===== src/rtl/solve_ctrl.sv =====
// Solver sequencer: drives the cube/network handshakes, counts applied moves and times out stalled handshakes.
// Optional move history (16x4, readable via hist_addr) is built when SOLVE_CTRL_HIST_EN is defined.
module solve_ctrl #(
  parameter int MAX_STEPS = 10,
  parameter int WAIT_MAX  = 255
) (
  input  logic       clk,
  input  logic       rst_n,
  input  logic       run,
  output logic       cube_store,
  output logic       cube_load,
  input  logic       cube_valid,
  input  logic       cube_fin,
  output logic       net_load,
  input  logic       net_valid,
  input  logic [3:0] net_move,
  output logic [3:0] move,
  output logic [3:0] step,
  output logic [2:0] state,
  output logic       done,
  output logic       fail,
  input  logic [3:0] hist_addr,
  output logic [3:0] hist_data
);

  // state | meaning
  // IDLE    | waiting for run after reset
  // STORE   | cube loading its initial state
  // NETWORK | waiting for the next move from the network
  // CUBE    | cube applying the registered move
  // FINISH  | result (done/fail) held until the next run
  localparam logic [2:0] IDLE    = 3'd0;
  localparam logic [2:0] STORE   = 3'd1;
  localparam logic [2:0] NETWORK = 3'd2;
  localparam logic [2:0] CUBE    = 3'd3;
  localparam logic [2:0] FINISH  = 3'd4;

  localparam logic [3:0] STEP_LAST = 4'(MAX_STEPS - 1);
  localparam logic [7:0] WAIT_LAST = 8'(WAIT_MAX - 1);

  logic [7:0] wdog;
  logic       wdog_hit;

  // Timeout lands exactly WAIT_MAX cycles after entering a waiting state.
  assign wdog_hit = (wdog == WAIT_LAST);

  assign cube_store = (state == STORE);
  assign net_load   = (state == NETWORK);
  assign cube_load  = (state == CUBE);

  always_ff @(posedge clk) begin
    if (!rst_n) begin
      state <= IDLE;
      step  <= 4'd0;
      move  <= 4'd0;
      done  <= 1'b0;
      fail  <= 1'b0;
      wdog  <= 8'd0;
    end else begin
      case (state)
        IDLE, FINISH: begin
          if (run) begin
            state <= STORE;
            step  <= 4'd0;
            move  <= 4'd0;
            done  <= 1'b0;
            fail  <= 1'b0;
            wdog  <= 8'd0;
          end
        end
        STORE: begin
          if (cube_valid) begin
            wdog <= 8'd0;
            if (cube_fin) begin
              state <= FINISH;
              done  <= 1'b1;
              step  <= 4'd0;
            end else begin
              state <= NETWORK;
            end
          end else if (wdog_hit) begin
            state <= FINISH;
            fail  <= 1'b1;
            wdog  <= 8'd0;
          end else begin
            wdog <= wdog + 8'd1;
          end
        end
        NETWORK: begin
          if (net_valid) begin
            move  <= net_move;
            state <= CUBE;
            wdog  <= 8'd0;
          end else if (wdog_hit) begin
            state <= FINISH;
            fail  <= 1'b1;
            wdog  <= 8'd0;
          end else begin
            wdog <= wdog + 8'd1;
          end
        end
        CUBE: begin
          if (cube_valid) begin
            step <= step + 4'd1;
            wdog <= 8'd0;
            // A solved cube wins over budget exhaustion on the same completion.
            if (cube_fin) begin
              state <= FINISH;
              done  <= 1'b1;
            end else if (step == STEP_LAST) begin
              state <= FINISH;
              fail  <= 1'b1;
            end else begin
              state <= NETWORK;
            end
          end else if (wdog_hit) begin
            state <= FINISH;
            fail  <= 1'b1;
            wdog  <= 8'd0;
          end else begin
            wdog <= wdog + 8'd1;
          end
        end
        default: begin
          state <= IDLE;
          wdog  <= 8'd0;
        end
      endcase
    end
  end

`ifdef SOLVE_CTRL_HIST_EN
  logic [3:0] hist_mem [16];

  always_ff @(posedge clk) begin
    if (rst_n && (state == CUBE) && cube_valid) begin
      hist_mem[step] <= move;
    end
  end

  assign hist_data = hist_mem[hist_addr];
`else
  logic unused_hist_addr;

  assign unused_hist_addr = ^hist_addr;
  assign hist_data        = 4'd0;
`endif

endmodule


===== config.mk =====
export PLATFORM = sky130hd
export DESIGN_NAME = solve_ctrl
export DESIGN_NICKNAME = d
export VERILOG_FILES = /design/src/rtl/solve_ctrl.sv
export SDC_FILE = /design/constraint.sdc
export NUM_CORES = 1
export LEC_CHECK = 0
export ABC_CLOCK_PERIOD_IN_PS = 1960
export CELL_PAD_IN_SITES_DETAIL_PLACEMENT = 0
export CELL_PAD_IN_SITES_GLOBAL_PLACEMENT = 1
export CORE_MARGIN = 4
export CORE_UTILIZATION = 39
export CTS_BUF_LIST = sky130_fd_sc_hd__clkbuf_4 sky130_fd_sc_hd__clkbuf_8
export CTS_CLUSTER_SIZE = 40
export DETAILED_ROUTE_END_ITERATION = 8
export PLACE_DENSITY_LB_ADDON = 0.1
export SLEW_MARGIN = 20
export SYNTH_ARGS = -nofsm -noshare
export SYNTH_HDL_FRONTEND = slang
export SYNTH_SLANG_ARGS = --single-unit

===== constraint.sdc =====
create_clock -name clk -period 1.96 [get_ports clk]
set_input_delay 0.392 -clock clk [delete_from_list [all_inputs] [get_ports clk]]
set_output_delay 0.392 -clock clk [all_outputs]
set_load 0.02 [all_outputs]

; Word-level counts from Yosys, hierarchy flattened
; Cells that the tools add are included.
[word_totals]
regBits = 21
inputBits = 14
output_inout_bits = 20
word_cells = 68
[op_classes]
add_sub_neg = 2
reduce_logical = 11
eq_ne = 17
n_mux = 32
[ops]
columns = operator, count
row1 = $mux W8, 4
row2 = $mux W3, 8
row3 = $pmux W8 S3, 1
row4 = $mux W4, 5
row5 = $ne A2 B1 Y1 const B, 6
row6 = $pmux W3 S4, 1
row7 = $pmux W4 S3, 1
row8 = $mux W1, 9
row9 = $add A8 B1 Y8 const B, 1
row10 = $eq A8 B8 Y1 const B, 1
row11 = $pmux W4 S2, 1
row12 = $eq A3 B2 Y1 const B, 2
row13 = $ne A2 B2 Y1 const B, 3
row14 = $reduce_and A6 Y1, 1
row15 = $reduce_and A5 Y1, 1
row16 = $add A4 B1 Y4 const B, 1
row17 = $eq A4 B4 Y1 const B, 1
row18 = $pmux W1 S4, 1
row19 = $reduce_and A4 Y1, 1
row20 = $reduce_bool A2 Y1, 2
row21 = $reduce_bool A4 Y1, 1
row22 = $reduce_or A2 Y1, 2
row23 = $eq A3 B1 Y1 const B, 1
row24 = $eq A3 B3 Y1 const B, 1
row25 = other kinds (6), 6

; Logic depth before layout (Yosys ltp)
; Gate-level depths: netlist of run 1.
[depth]
word_depth = 5
depth_mapped = 7
ltp_nobuf = 7

; Worst setup path after synthesis of run 1
; No wires, ideal clock.
[synth_path]
path_type = register -> register
start = register state[1]
end = register state[1]
stages_incl_launch_ff = 6
arrival_ns = 1.564
setup_ns = 0.075
setup_slack_ns = 0.322
required_time_ns = 1.885
n_path_buf = 1
synth_period_minus_slack_ns = 1.638
cell_sequence = dfxtp_1 > buf_2 > nand2b_1 > nor2_1 > o21ai_0 > a31oi_1
[synth_via]
elab_cells_between_ends = 12
cone_classes = 5 x eq/ne / 5 x mux / 2 x reduce/logical
[synth_rtl]
columns = item, line
row1 = start: declaration, 19  ; output logic [2:0] state,
row2 = start signal: assignment, 53  ; state <= IDLE;
row3 = start signal: assignment, 63  ; state <= STORE;
row4 = start signal: assignment, 75  ; state <= FINISH;
row5 = $eq A3 B2 Y1, -
row6 = via net_load, 14  ; output logic net_load,
row7 = $pmux W3 S4, 60  ; case (state)
; The timed path passes the listed nets, and every way through them passes these cells.
; A chain may end at the register's enable or synchronous reset.

; Final worst setup path of run 1
[layout_path]
start = register state[1]
end = output state[1]
; No word-level cell between the ends.

==> impl.org, run 1 <==
** Outcome
- The flow ran to the end, and the final reports show no timing, DRC or antenna violations.

** Pwr
- Pwr per Cell Area :: 532 mW/mm2
- The worst-case IR drop observed on VDD is 200 uV.
- Total chip power :: roughly 0.86 mW
- Summed over all cells, the static leakage comes to 0.653 nW.

** Routing
- DRC violations left :: 0
- Dividing the detail-routed wire length by the instance count gives 12.5 um.
- Total vias in the final route :: around 1.1k
- Avg Vias per Cell :: 4.97
- In this run the remaining antenna-violating nets after routing total 0.
- Wires add up to 2850 um.
- Detailed-routing iteration count for the pre-antenna-repair pass :: 4
- Iter 0 DRT Violations :: 53

** Clocking
- Num Clock Sinks :: 21
- The cell sitting at the root of the clock tree is a clkbuf_4.
- # H-tree levels :: 1
- The later pin in the worst-skew pair is clocked with a latency of 300 ps.
- The clock passes through at most 2 buffers.
- Number of hold buffers added after cts :: 0
- Clock-pin slew of the registers on the worst-case setup and hold paths :: 130 ps
- Setup fix buffers added after clock tree synthesis :: 0
- Buffers inserted during clock tree synthesis total 3.
- TritonCTS clock tree :: built

** STA
- The number of max-slew violations in the final report was 0.
- Adding up every negative setup slack in the final design gives 0 ps.
- Unrepaired setup endpoints after global routing :: no
- Of the available clock period, the critical path in the final layout requires 0.945.
- Worst-case clock skew :: 15.6 ps
- Setup violations remaining at the end of the flow were counted as 0.
- Final setup slack of the worst path :: 107 ps
- Fmax :: 540 MHz
- Crit path time final :: 1850 ps
- Number of endpoints with negative hold slack in the final report :: 0

** Logic synthesis
- Average instance area after synthesis :: 8.32 um2
- In this run, synthesis produced a sequential element count of 21.
- Largest area contributor in the synthesized netlist :: dfxtp_1
- In this run, synthesis inferred 0 flip-flops with an integrated enable.
- Proportion of register bits with asynchronous set or reset after synthesis :: 0
- Of the synthesized area, sequential elements account for 0.341.
- Summed instance area of the synthesized netlist :: between 0.001 and 0.0015 mm2
- The share of synthesized area in the top cell type comes to 0.341.
- Yosys cell types :: 44
- Biggest area contributors in the synthesized netlist :: dfxtp_1, nand3_1, nand2b_1
- Cell count after synthesis :: 148
- During synthesis, Yosys emitted a total of 0 warnings.
- Among all flip-flop cells after synthesis, the most frequent one is dfxtp_1.

** Floorplan
- The die covers between 0.004 and 0.005 mm2.
- Number of ports placed on the die boundary :: 34
- The total area inside the core boundary comes to 0.00303 mm2.
- The initial utilization of the core area, before any placement, comes to 0.407.
- Die X :: 64.2 um
- Height of the die :: 64.2 um
- The floorplan has 20 rows.

** Critical path
- The critical path is of the flop to output pin type.
- Setup crit end kind :: output pin
- CP max FO :: 7
- At the worst endpoint, the required time is 1570 ps.
- The worst setup path is launched from a flop.
- Data arrival time of the critical path :: 1460 ps

** Finish
- Measured on the finished design, the core utilization comes to 0.532.
- The library cell used most frequently in the layout, excluding fill and tap cells, is clkdlybuf4s50_1.
- Ratio of cells with drive above 1 in the final layout :: 0.136
- Area Overhead vs Synth :: 30.8%
- The number of antenna diodes in the final layout is 0.
- At the end of the flow, the number of nets in the layout was roughly 200.
- Number of fill cells :: 310
- Commonest cells after routing, fill and taps aside :: clkdlybuf4s50_1, dfxtp_1, nand2_1

** Global route
- The first global-routing pass estimated 4970 um of wire.
- For this run, the total global-route usage over all layers was measured as 0.148.
- The via count of the first global-routing pass was 1133.
- Overflow left after global routing :: 0
- Number of antenna violations at the first check in global routing :: 0
- Largest net degree at the start of global routing :: 12

** Placed design
- Number of buffers added on ports :: 25
- Post-detailed-placement half-perimeter wirelength :: 2260 um
- Setup slack at placement :: 93.7 ps
- Weighted congestion reported at the end of routability-driven placement :: 0.836

** Hold path
- Class of the worst hold path :: flop to flop

** Flow run
- The tool flagged a number of max-cap violations equal to 0.
-- power by group --
part	internal (mW)	leakage (nW)	switching [mW]	total, mW
logic	0.0870	0.465	0.105	0.192
registers	0.434	0.169	0.00667	0.440
clock network	0.0929	0.0184	0.132	0.225
total	0.613	0.653	0.243	0.856
-- Yosys cell counts (all sizes together), types with 2 or more instances --
| cell | number |
|---|---|
| nand2 | 14 |
| nor2 | 11 |
| nand4b | 2 |
| nor3 | 4 |
| nor2b | 2 |
| and2 | 5 |
| o21ai | 11 |
| buf | 6 |
| ha | 4 |
| a31oi | 2 |
| a21oi | 4 |
| a21boi | 5 |
| clkbuf | 2 |
| nand4 | 2 |
| dfxtp | 21 |
| or3 | 2 |
| and3 | 2 |
| inv | 5 |
| o21a | 3 |
| a31o | 2 |
| nand3 | 12 |
| a211o | 2 |
| nand2b | 9 |
-- layout make-up --
| cell class | count | area (um2) | area share |
|---|---|---|---|
| Inverter | 5 | 18.8 | 0.0117 |
| Clock buffer | 4 | 30.0 | 0.0186 |
| Timing Repair Buffer | 37 | 337 | 0.209 |
| Tap cell | 44 | 55.1 | 0.0342 |
| Sequential cell | 21 | 420 | 0.261 |
| Multi-Input combinational cell | 117 | 749 | 0.465 |
-- worst max-delay path: stages (launching register included) --
cell and delay [ps]:
dfxtp_1 390, buf_4 160, clkdlybuf4s50_1 610
-- repair_timing --
action                                  4_1_cts  5_1_grt
resized for setup                             3        0
endpoints found under the hold margin         0        0
endpoints found under the setup margin        3        0
-- routing by layer --
metal	global-route usage	up-vias	wire [um]
met5	0	-	0
met4	0.0317	0	15
met3	0.0299	2	99
met2	0.257	17	1420
met1	0.189	527	1320
li1	-	588	-
-- cells by family (layout without fill, tap and decap cells) --
logic type | Yosys count | after routing | share of synthesized area
AOI/OAI and AO/OA | 35 | 35 | 0.204
xor gates and xnor gates | 1 | 1 | 0.00712
adders and majority gates | 4 | 4 | 0.0407
buffers and inverters | 13 | 46 | 0.0589
DFF | 21 | 21 | 0.341
muxes | 1 | 1 | 0.00813
other | 1 | 4 | 0.00305
and+or+nand+nor | 72 | 72 | 0.336
-- through the flow --
step | area, um2 | hold slack (ps) | instances
floorplan | 1240 | 459 | 151
global placement | 1580 | 454 | 224
detailed placement | 1580 | 462 | 224
CTS | 1610 | 484 | 228
global route | 1610 | 504 | 228
finish | 1610 | 479 | 228
-- sequential cells by signal (all words and copies together), names as in the netlist --
name / count
done: 1
wdog: 8
fail: 1
move: 4
state: 3
step: 4
-- worst paths after layout --
kind	start	end	slack [ps]	depth (start not counted)
setup / recovery	state[1]	state[1]	110	2
hold / removal	move[3]	move[3]	480	2
setup reg to reg	state[2]	wdog[6]	410	6
hold reg to reg	move[3]	move[3]	480	2
No activity file was read; power rests on OpenSTA's default activity.
==> run 2, diff against run 1 <==
- CORE_ASPECT_RATIO: unset -> 1.4
==> impl.org, run 2 (synthesis gave the netlist of run 1 again) <==
** Critical path
- Data arrival time of the critical path :: 1440 ps
- Setup crit end kind :: output pin
- CP max FO :: 11
- Required time worst endpoint :: 1570 ps
- The most critical setup path has its startpoint at state[1].
- The critical path goes through buf_4 > clkdlybuf4s50_1.
- On the critical path the largest part of the delay comes from buffers and inverters.
- Counting both buffers and inverters, the worst setup path holds a total of 2.
- The setup check on the worst reg-to-reg path leaves a slack of 420 ps.
- Cell with the biggest individual delay on the critical path :: clkdlybuf4s50_1
- The startpoint identified for the worst register-to-register timing path is state[0].
- End of the worst register-to-register path :: wdog[2]
- Cell depth of the worst flop-to-flop path :: 6
- Number of logic stages on the critical path including buffering :: 2
- For this run, the slowest stage of the critical path takes 620 ps.
- The critical path in this run is classified as flop to output pin.
- Following the worst setup path forward leads to its endpoint at state[1].
- CP Launch Type :: flop

** Floorplan
- Measured along the x axis, the die boundary spans 55.5 um.
- The floorplan step defined a die boundary enclosing slightly above 0.004 mm2.
- Area of the placeable core :: about 0.003 mm2
- Starting density of the core :: 0.419
- FP Rows :: 23
- Number of ports placed on the die boundary :: 34
- Height of the die :: 74.5 um

** Finish
- The largest registers in the layout are wdog (8), move (4), step (4).
- The register with the most flip-flops in the layout has 8 of them.
- Ratio of cells with drive above 1 in the final layout :: 0.126
- The final layout contains 201 nets.
- The number of antenna diodes in the final layout is 0.
- Non-Filler Instances :: 219
- Area Overhead vs Synth :: 32.0%
- After routing the design area is approximately 0.0016 mm2.
- Commonest cells after routing, fill and taps aside :: clkdlybuf4s50_1, dfxtp_1, nand2_1
- For this run, the share of the core covered by cells in the final layout is 0.554.
- Register with the most flip-flops :: wdog
- Leading cell type in the layout, fill and taps excluded :: clkdlybuf4s50_1
- Number of fill cells :: 310

** Placed design
- Number of buffers added on ports :: 25
- The placed instances occupy a cell area of about 0.0016 mm2.
- In this run, placement finished with an instance count of 215.
- After legalization and detailed placement, the total HPWL measured between 2000 and 2500 um.
- The congestion estimate from routability-driven global placement came to approximately 0.86.

** Global route
- Total Routing Usage GR :: 0.151
- The first global-routing pass estimated 5080 um of wire.
- Entering global routing, the biggest net connects 20 pins.
- The via count of the first global-routing pass is 1152.
- Number of antenna violations at the first check in global routing :: 0
- Overflow left after global routing :: 0

** STA
- Crit path time final :: 1830 ps
- Unrepaired setup endpoints after global routing :: no
- Between clock sinks in the finished design, the worst skew comes to 1.11 ps.
- The number of max-slew violations in the final report is 0.
- Number of endpoints with negative hold slack in the final report :: 0
- Setup total negative slack on the finished layout was measured at 0 ps.
- Setup violation total in the final timing report :: 0
- Of the available clock period, the critical path in the final layout requires 0.936.
- Based on the critical path, the design can be clocked at up to ~550 MHz.

** Hold path
- The path class of the tightest hold or removal check is flop to flop.

** Clocking
- After clock tree synthesis, the clock-pin slew on the worst setup and hold paths is 70 ps.
- CTS buffer count :: 3
- At the later pin of the worst-skew pair, clock insertion delay measures roughly 260 ps.
- TritonCTS built the clock tree.
- Number of hold buffers added after cts :: 0
- In this run the deepest clock path goes through 2 buffers.
- CTS placed an instance of clkbuf_8 at the clock tree root.
- For this design, the sink count on the clock tree is 21.
- CTS built an H-tree with a depth of 1.
- Setup fix buffers added after clock tree synthesis :: 0

** Routing
- Detailed-routing iteration count for the pre-antenna-repair pass :: 4
- In this run the remaining antenna-violating nets after routing total 0.
- Dividing the detail-routed wire length by the instance count gives 13.4 um.
- In the routed design, unresolved DRC markers number 0.
- Iter 0 DRT Violations :: 6
- The routed layout has about 1.2k vias.
- Final Routed Wirelength :: just under 3000 um
- After detailed routing, the number of vias per cell comes to about 5.3.

** Pwr
- Switching power total :: 0.246 mW
- Of the total power, the share spent switching nets is 0.266.
- For this design the ratio of total power to cell area is ~570 mW/mm2.
- Summed over all cells, the static leakage comes to 0.679 nW.
- The share of total power dissipated in combinational logic is 0.205.
- Across the VDD grid, the largest voltage drop is between 400 and 500 uV.
- Portion of total power attributed to sequential cells :: 0.477
- The internal portion of the total power is 0.679 mW.
- The share of total power dissipated in the clock network is 0.319.
- Total chip power :: 0.925 mW

** Flow run
- Max-cap violations in this run came to 0.

** Outcome
- Status :: finished, final reports clean
## run 2: power groups by stage
| stage | Combinational [mW] | Clock (mW) | Sequential [mW] |
|---|---|---|---|
| finish | 0.189 | 0.295 | 0.441 |
| global route | 0.207 | 0.333 | 0.442 |
| CTS | 0.192 | 0.312 | 0.441 |
| detailed placement | 0.191 | 0 | 0.451 |
| global placement | 0.189 | 0 | 0.451 |
| floorplan | 0.113 | 0 | 0.455 |
## run 2: worst min-delay path by stage
stage / startpoint / to / cells after the start
CTS: fail / fail / 2
floorplan: wdog[4] / wdog[4] / 2
finish: fail / fail / 2
detailed placement: fail / fail / 2
global placement: fail / fail / 2
global route: done / done / 2
## run 2: metal layers
metal | GRT usage | wire length, um | share of wire
met3 | 0.0330 | 102 | 0.035
met1 | 0.169 | 1210 | 0.41
met4 | 0.0703 | 91 | 0.031
met5 | 0 | 0 | 0
met2 | 0.274 | 1530 | 0.52
## run 2: stage by stage
step / worst slack [ps] / hold slack [ps]
floorplan: 322 / 459
global placement: 130 / 458
detailed placement: 72.2 / 467
CTS: 5.46 / 478
global route: 28.2 / 512
finish: 125 / 476
## run 2: tightest hold or removal path: cells and delay by family, from the launching register on
family	cells	cell delay (ps)
DFF	1	330
and+or+nand+nor	2	110
## run 2: cell type report
class	count	area, um2	area share
Inverter	5	18.8	0.0115
Tap cell	37	46.3	0.0285
Sequential cell	21	420	0.259
Multi-Input combinational cell	117	749	0.461
Timing Repair Buffer	35	342	0.210
Clock buffer	4	48.8	0.0300
## run 2: timing repair
action / in CTS / in global routing
gates resized for setup: 1 / 2
endpoints found under the setup margin: 1 / 2
gates cloned: 0 / 0
==> run 3, diff against run 2 <==
- CORE_MARGIN: 4 -> 1
==> impl.org, run 3 (synthesis gave the netlist of run 1 again) <==
** Outcome
- The flow ran to the end, and the final reports show no timing, DRC or antenna violations.

** STA
- Share of the clock period used by the worst path :: 0.939
- Clock skew on the completed layout was measured at 1.53 ps.
- Number of endpoints with negative hold slack in the final report :: 0
- Setup violations remaining at the end of the flow were counted as 0.
- Setup repair after global routing left no endpoint under its margin.
- The number of max-slew violations in the final report was 0.
- The clock period could shrink to 1840 ps.
- Derived from the worst setup path, the maximum achievable clock frequency is 543 MHz.
- Final setup slack of the worst path :: 119 ps
- For the final routed database, the setup TNS stands at 0 ps.

** Critical path
- The number of cells on the worst reg-to-reg path is 6.
- At the worst endpoint, the arrival time is 1450 ps.
- Critical path origin :: state[2]
- Reg-to-reg setup timing slack :: 420 ps
- CP Capture Point :: state[2]
- Worst Setup Path Type :: flop to output pin
- Top cell family by delay on the critical path :: buffers and inverters
- CP Launch Type :: flop
- Reg-to-Reg Start :: state[0]
- CP max FO :: 10
- The signal on the critical path passes through clkdlybuf4s50_1.
- Cell with the biggest individual delay on the critical path :: clkdlybuf4s50_1
- In this run the number of cells on the critical path is 1.
- Crit path largest cell delay :: between 600 and 700 ps
- The worst setup path is captured at an output pin.
- Required time worst endpoint :: 1570 ps
- In this run the critical register-to-register path is captured at wdog[2].
- Buffer and inverter count on the worst path :: 1

** Floorplan
- Area of the die :: 0.00339 mm2
- FP Rows :: 23
- Starting density of the core :: 0.419
- Die X :: 49.5 um
- The floorplan step defined a core boundary enclosing 0.00294 mm2.
- Height of the die :: slightly below 70 um
- Number of ports placed on the die boundary :: 34

** Clocking
- Max clock buf depth :: 2
- The tree built by TritonCTS fans out to 21 sinks.
- Setup fix buffers added after clock tree synthesis :: 0
- At the later pin of the worst-skew pair, clock insertion delay measures about 260 ps.
- Clock-pin slew was measured on the worst setup and hold paths at ~80 ps.
- TritonCTS created 3 clock buffers.
- Number of hold buffers added after cts :: 0
- # H-tree levels :: 1
- TritonCTS clock tree :: built
- CTS Root Cell :: clkbuf_8

** Finish
- Max FFs per register :: 8
- Area Overhead vs Synth :: 30.6%
- Number of fill cells :: 319
- The repair_antennas step left the layout with diodes totalling 0.
- Of the cells placed in the final design, the portion with a size suffix greater than 1 is 0.132.
- Register with the most flip-flops :: wdog
- The top cell types in the final layout, fill and taps aside, are clkdlybuf4s50_1, dfxtp_1, nand2_1.
- In the final design database the tool counted 201 nets.
- Leading cell type in the layout, fill and taps excluded :: clkdlybuf4s50_1
- The largest registers in the layout are wdog (8), move (4), step (4).

** Global route
- Total Routing Usage GR :: 0.190
- Number of antenna violations at the first check in global routing :: 0
- The via count of the first global-routing pass was 1127.
- The total overflow left after global routing is 0.
- First-pass GRT wire length :: between 4000 and 5000 um
- Entering global routing, the biggest net connects 13 pins.

** Pwr
- LEAKAGE :: 0.651 nW
- Pwr per Cell Area :: 582 mW/mm2
- IR Drop Worst-Case VDD :: 472 uV

** Routing
- The count of nets left with antenna violations once routing finished came out at 0.
- Summed over all layers, the routed wires come to slightly below 3000 um.
- The first TritonRoute pass finished after 4 iterations.
- Avg Vias per Cell :: 5.25
- The detailed router finished its first iteration with 28 violations.
- Total vias in the final route :: ~1.1k
- For this run, design rule violations remaining after detail routing come to 0.
- Average wire per cell in the routed design :: 13.3 um

** Hold path
- Class of the worst hold path :: flop to flop

** Placed design
- Weighted congestion reported at the end of routability-driven placement :: just over 0.8
- During placement, the flow inserted port buffers numbering 25.
- Before CTS, the worst setup slack after placement is between 100 and 150 ps.
- Post-detailed-placement half-perimeter wirelength :: 2320 um

** Flow run
- The tool flagged a number of max-cap violations equal to 0.
run 3: cell count changes in the layout (fill, tap and decap cells not counted), sizes merged:
cell	change
dlymetal6s2s	-2
dlygate4sd2	+2
run 3: worst min-delay path by stage:
| stage | startpoint | cells after the start | end | slack [ps] |
|---|---|---|---|---|
| 4_1_cts | fail | 2 | fail | 480 |
| 6_report | fail | 2 | fail | 470 |
| 2_1_floorplan | wdog[4] | 2 | wdog[4] | 460 |
| 5_1_grt | fail | 2 | fail | 510 |
| 3_3_place_gp | fail | 2 | fail | 460 |
| 3_5_place_dp | fail | 2 | fail | 470 |
run 3: through the flow:
| stage | total power [mW] | util | cell area (um2) | hold slack (ps) | cells |
|---|---|---|---|---|---|
| after floorplan | 0.569 | - | 1240 | 459 | 151 |
| after global placement | 0.639 | 0.532 | 1560 | 460 | 215 |
| after detailed placement | 0.641 | 0.532 | 1560 | 466 | 215 |
| after CTS | 0.942 | 0.548 | 1610 | 477 | 219 |
| after global routing | 0.972 | 0.548 | 1610 | 515 | 219 |
| final | 0.936 | 0.548 | 1610 | 473 | 219 |
run 3: where the power goes:
part           internal, mW  switching (mW)
logic                0.0842           0.104
clock network         0.159           0.148
registers             0.433         0.00783
total                 0.676           0.260
run 3: layer usage:
metal | share of wire | wire length (um) | GRT usage | vias to the layer above
li1 | - | - | - | 585
met1 | 0.40 | 1180 | 0.185 | 533
met2 | 0.54 | 1570 | 0.373 | 26
met3 | 0.035 | 102 | 0.0289 | 5
met4 | 0.019 | 55 | 0.118 | 0
met5 | 0 | 0 | 0 | -
run 3: cell type report:
type	count	area (um2)	share of cell area
tap	37	46.3	0.0288
inverter	5	18.8	0.0117
clock buffer	4	48.8	0.0304
timing repair buffer	35	322	0.200
multi-input combinational	117	752	0.468
sequential	21	420	0.261
run 3: repair_timing:
item	CTS	global route
setup endpoints to repair	3	0
hold endpoints to repair	0	0
resized for setup	4	0
